[config.mk]
export PLATFORM = sky130hd
export DESIGN_NAME = fetch_unit
export DESIGN_NICKNAME = d
export VERILOG_FILES = /design/src/rtl/fetch_unit_pkg.sv /design/src/rtl/fetch_fsm.sv /design/src/rtl/register.sv /design/src/rtl/fetch_unit.sv
export SDC_FILE = /design/constraint.sdc
export NUM_CORES = 1
export LEC_CHECK = 0
export CAP_MARGIN = 5
export CORE_MARGIN = 4
export CORE_UTILIZATION = 46
export CTS_BUF_LIST = sky130_fd_sc_hd__clkbuf_8
export CTS_CLUSTER_SIZE = 24
export DETAILED_ROUTE_END_ITERATION = 16
export MAX_ROUTING_LAYER = met4
export PLACE_DENSITY = 0.88
export RECOVER_POWER = 100
export SYNTH_ARGS = -nofsm -noshare
export SYNTH_HDL_FRONTEND = slang
export SYNTH_SLANG_ARGS = --single-unit
[constraint.sdc]
create_clock -name clk -period 2.8 [get_ports clk]
set_clock_uncertainty 0.05 [all_clocks]
set_input_delay 0.56 -clock clk [delete_from_list [all_inputs] [get_ports clk]]
set_output_delay 0.56 -clock clk [all_outputs]
set_load 0.05 [all_outputs]
[src/rtl/fetch_unit_pkg.sv]
// rtl/fetch_unit_pkg.sv - shared pipeline types and constants for the fetch front end
package fetch_unit_pkg;

  localparam int WORD_W = 16;

  typedef logic [WORD_W-1:0] word_t;

  typedef enum logic [1:0] {
    ST_RUN    = 2'd0,
    ST_MISS   = 2'd1,
    ST_SQUASH = 2'd2,
    ST_HALT   = 2'd3
  } fetch_state_e;

  localparam word_t      NOP_INSTR_DEF  = 16'h0000;
  localparam logic [3:0] HLT_OPCODE_DEF = 4'hF;

endpackage

[src/rtl/fetch_fsm.sv]
// rtl/fetch_fsm.sv - fetch state register with next-state, enable and strobe logic
module fetch_fsm
  import fetch_unit_pkg::*;
(
  input  logic         clk,
  input  logic         rst,
  input  logic         stall,
  input  logic         redirect,
  input  logic         imem_ready,
  input  logic         is_hlt,
  output fetch_state_e state,
  output logic         deliver,
  output logic         redir_take,
  output logic         pc_we,
  output logic         req_we,
  output logic         imem_req,
  output logic         fd_enable,
  output logic         halted
);

  fetch_state_e state_q;
  fetch_state_e state_d;
  logic         active;

  always_comb begin
    state_d    = state_q;
    redir_take = redirect && !stall && (state_q != ST_HALT);
    active     = (state_q == ST_RUN) || (state_q == ST_MISS);
    deliver    = active && imem_ready && !redir_take;
    pc_we      = redir_take || (deliver && !stall);
    req_we     = (state_q == ST_RUN);

    case (state_q)
      ST_RUN, ST_MISS: begin
        // A redirect on an unanswered request must wait out that request in SQUASH.
        if (redir_take) begin
          state_d = imem_ready ? ST_RUN : ST_SQUASH;
        end else if (deliver && !stall) begin
          state_d = is_hlt ? ST_HALT : ST_RUN;
        end else if (!imem_ready && !stall) begin
          state_d = ST_MISS;
        end
      end
      ST_SQUASH: begin
        if (imem_ready) begin
          state_d = ST_RUN;
        end
      end
      ST_HALT: begin
        state_d = ST_HALT;
      end
      default: begin
        state_d = ST_RUN;
      end
    endcase
  end

  always_ff @(posedge clk or posedge rst) begin
    if (rst) begin
      state_q <= ST_RUN;
    end else begin
      state_q <= state_d;
    end
  end

  assign state     = state_q;
  assign imem_req  = !rst && (state_q != ST_HALT);
  assign fd_enable = !rst && !stall;
  assign halted    = (state_q == ST_HALT);

endmodule

[src/rtl/register.sv]
// rtl/register.sv - write-enabled register with asynchronous active-high reset
module register #(
  parameter int               WIDTH     = 16,
  parameter logic [WIDTH-1:0] RESET_VAL = '0
) (
  input  logic             clk,
  input  logic             rst,
  input  logic             we,
  input  logic [WIDTH-1:0] d,
  output logic [WIDTH-1:0] q
);

  always_ff @(posedge clk or posedge rst) begin
    if (rst) begin
      q <= RESET_VAL;
    end else if (we) begin
      q <= d;
    end
  end

endmodule

[src/rtl/fetch_unit.sv]
// rtl/fetch_unit.sv - pipeline front end: PC, instruction requests and fetch/decode write side
module fetch_unit
  import fetch_unit_pkg::*;
#(
  parameter word_t      RESET_PC   = 16'h0000,
  parameter word_t      NOP_INSTR  = NOP_INSTR_DEF,
  parameter logic [3:0] HLT_OPCODE = HLT_OPCODE_DEF
) (
  input  logic        clk,
  input  logic        rst,
  input  logic        stall,
  input  logic        redirect,
  input  logic [15:0] redirect_pc,
  output logic        imem_req,
  output logic [15:0] imem_addr,
  input  logic        imem_ready,
  input  logic [15:0] imem_data,
  output logic [15:0] fd_pc,
  output logic [15:0] fd_instr,
  output logic        fd_enable,
  output logic        halted
);

  fetch_state_e state;
  logic         deliver;
  logic         redir_take;
  logic         pc_we;
  logic         req_we;
  logic         is_hlt;
  word_t        pc_q;
  word_t        pc_d;
  word_t        req_addr_q;
  word_t        req_addr_d;
  word_t        cur_addr;
  word_t        seq_pc;

  fetch_fsm u_fsm (
    .clk        (clk),
    .rst        (rst),
    .stall      (stall),
    .redirect   (redirect),
    .imem_ready (imem_ready),
    .is_hlt     (is_hlt),
    .state      (state),
    .deliver    (deliver),
    .redir_take (redir_take),
    .pc_we      (pc_we),
    .req_we     (req_we),
    .imem_req   (imem_req),
    .fd_enable  (fd_enable),
    .halted     (halted)
  );

  register #(.WIDTH(WORD_W), .RESET_VAL(RESET_PC)) u_pc (
    .clk (clk),
    .rst (rst),
    .we  (pc_we),
    .d   (pc_d),
    .q   (pc_q)
  );

  register #(.WIDTH(WORD_W), .RESET_VAL(RESET_PC)) u_req_addr (
    .clk (clk),
    .rst (rst),
    .we  (req_we),
    .d   (req_addr_d),
    .q   (req_addr_q)
  );

  // In RUN the request goes out from pc this cycle; otherwise the held address is reissued.
  always_comb begin
    cur_addr   = (state == ST_RUN) ? pc_q : req_addr_q;
    seq_pc     = cur_addr + 16'd2;
    is_hlt     = (imem_data[15:12] == HLT_OPCODE);
    pc_d       = redir_take ? redirect_pc : seq_pc;
    req_addr_d = pc_q;
    imem_addr  = cur_addr;
    fd_instr   = deliver ? imem_data : NOP_INSTR;
    fd_pc      = deliver ? seq_pc : (pc_q + 16'd2);
  end

endmodule

==> summary.md <==
| Metric | Value |
|---|---|
| Post-placement worst setup slack | 0.0735 ns |
| Final Cycle Share | 105% |
| Clock Sinks | 34 |
| Setup violators final | 6 |
| Layout Nets | 415 |
| Worst reg2reg startpoint | u_fsm.state[1] |
| Hold Fails Final Rpt | 0 |
| F_max | about 340 MHz |
| Routability-driven placement congestion ratio | ~0.9 |
| Peak supply drop | 0.849 mV |
| First-pass GRT wire length | about 14000 um |
| Final worst setup slack | -0.128 ns |
| Ports | 88 |
| Sequential share of the synthesized area | 35.5% |
| CTS Hold Bufs | 0 |
| Detailed-route via count | 2677 |
| Wirelength, routed | 9160 um |
| Critical path launch point type | register |
| Area growth syn-to-layout | 78.7% |
| Setup CP Type | register to output pin |
| Critical R2R Capture | u_pc.q[5] |
| Grt total ovfl | 0 |
| Status | finished, violations left |
| Post-synthesis average cell area | just over 9 um2 |
| Critical Path End Type | output pin |
| Fin Hold WS | 0.513 ns |
| Max_cap viols | 0 |
| Placed cell area | approximately 3800 um2 |
| Most frequent cells in the layout | 42 x buf_4, 36 x clkdlybuf4s50_1, 33 x buf_12 |
| Final cell count without fillers | 448 |
| Worst-path maximum fanout | 5 |
| Crit path DAT | between 2 and 2.5 ns |
| Dpl hpwl | 5910 um |
| Flops & latches, synth | 34 |
| Worst-margin pin slew | 0.872 ns |
| Main synth FF type | dfrtp_1 |
| DRC | 0 |
| Number of global-route vias before repair | 2773 |
| Clock latency on the worst-skew pair | roughly 0.3 ns |
| I/O Buffers | 87 |
| Syn Nets | 300 |
| DR vias/cell | 5.98 |
| PwrDens | 987 nW/um2 |
| Synth warn | 0 |
| Wire length per cell | 20.5 um |
| Clk pin slew, worst setup/hold paths | 0.07 ns |
| Mapped cell area | 2400 um2 |
| Hold Path Class | register to register |
| Share of flip-flops with an asynchronous set or reset | 100% |
| Cell variety after synth | 44 |
| Rows | 26 |
| Power Total | 4230 uW |
| Finished Cell Area | 4290 um2 |
| Post-route ant nets | 0 |
| Die H | 80.2 um |
| Inserted Diodes | 0 |
| DRT Pass-1 Iters | 5 |
| CTS HTree Levels | 2 |
| Final Critical Period | 2.93 ns |
| Cell leakage power | 0.00185 uW |
| Slew margin rel. | 41.9% |
| Failing checks | setup timing |
| CTS root buf | clkbuf_8 |
| Starting density of the core | 47.3% |
| Post-synth EDFFs | 0 |
| Largest net degree at the start of global routing | 35 |
| Fill cell count | 271 |
| Setup repair after global routing missed its margin | yes |
| End point of the critical path | fd_pc[12] |
| Die Wd | 80.2 um |
| CP required | 2.19 ns |
| Max-slew violations | 0 |
| Global Route Usage Sum | between 20% and 30% |
| Die area | about 6400 um2 |
| Post-Place Cells | 429 |
| R2R depth | 9 |
| Clock tree buffer depth | 2 |
| Initial DRC count | 245 |
| Cts bufs inserted | 5 |
| R2R setup slack | 0.53 ns |
| Initial antenna violation count | 0 |
| Fraction of layout cells with a size suffix above 1 | 41.0% |
| Commonest non-fill, non-tap cell in the layout | buf_4 |
| Core area | just over 5000 um2 |
| CTS tree | built |
| Gate Count Post-Synth | 262 |
## cell type report
| cell class | count | area (um2) | area share (%) |
|---|---|---|---|
| Clock buffer | 8 | 110 | 2.57 |
| Inverter | 10 | 37.5 | 0.876 |
| Multi-Input combinational cell | 202 | 1700 | 39.7 |
| Sequential cell | 34 | 856 | 20.0 |
| Tap cell | 70 | 87.6 | 2.04 |
| Timing Repair Buffer | 124 | 1500 | 34.9 |
## routing by layer
| metal | track usage [%] | share of wire (%) | vias up |
|---|---|---|---|
| met5 | - | 0 | - |
| li1 | - | - | 1175 |
| met4 | 12.8 | 3.9 | 0 |
| met1 | 29.8 | 36 | 1276 |
| met3 | 8.86 | 9.2 | 44 |
| met2 | 49.5 | 51 | 182 |
## Yosys cell counts (all sizes together), types with 4 or more instances
master	count	area, um2
a21oi	21	105
a22oi	8	60.1
and2	17	106
buf	7	47.5
clkbuf	9	33.8
dfrtp	34	851
inv	10	37.5
mux2	12	139
mux2i	12	124
nand2	11	41.3
nand3	4	20.0
nand4	7	43.8
nor2	25	93.8
nor4bb	4	40.0
o21ai	14	70.1
o22ai	8	50.1
xnor2	19	166
xor2	8	70.1
## worst max-delay path, cell delays in order, from the launching register on
cell     delay, ns
dfrtp_1       0.42
or2_4         0.33
mux2_4        0.39
nor4b_4       0.34
xnor2_2       0.13
mux2i_2       0.24
buf_12        0.17
## cell families (layout without fill, tap and decap cells)
kind of cell / after synthesis / in the layout / share of synthesized area [%]
muxes: 24 / 24 / 11.0
xor gates and xnor gates: 27 / 27 / 9.86
DFF: 34 / 34 / 35.5
buffers and inverters: 26 / 142 / 4.96
and+or+nand+nor: 89 / 89 / 22.8
adders and majority gates: 1 / 1 / 0.522
AOI/OAI and AO/OA: 61 / 61 / 15.4
## state kept, by name, indices dropped and copies added, names as in the netlist, named ones only
| signal | count |
|---|---|
| u_req_addr.q | 16 |
| u_fsm.state | 1 |
| u_pc.q | 16 |
## worst min path at each step
stage | from | depth (start not counted) | endpoint | slack [ns]
after floorplan | u_pc.q[0] | 2 | u_pc.q[0] | 0.43
after detailed placement | u_req_addr.q[15] | 1 | u_req_addr.q[15] | 0.48
after global placement | u_req_addr.q[15] | 1 | u_req_addr.q[15] | 0.46
after global routing | u_req_addr.q[0] | 1 | u_req_addr.q[0] | 0.52
after CTS | u_req_addr.q[15] | 1 | u_req_addr.q[15] | 0.50
final | u_pc.q[0] | 2 | u_pc.q[0] | 0.51
## metrics by stage
stage	util, %	TNS [ns]
2_1_floorplan	-	-0.190
3_3_place_gp	75.3	0
3_5_place_dp	75.3	0
4_1_cts	80.6	-0.0927
5_1_grt	84.5	-1.08
6_report	84.5	-0.423
## power breakdown
group	switching (uW)	internal (uW)	total [uW]
combinational	1670	1240	2910
clock	188	248	436
sequential	218	663	881
## timing repair
action                                  4_1_cts  5_1_grt
setup buffers                                 4        6
endpoints found under the setup margin       14       16
resized for setup                            22       34
pin swaps                                     5       16
gates cloned                                  1        0
(Power assumes the default switching activity.)
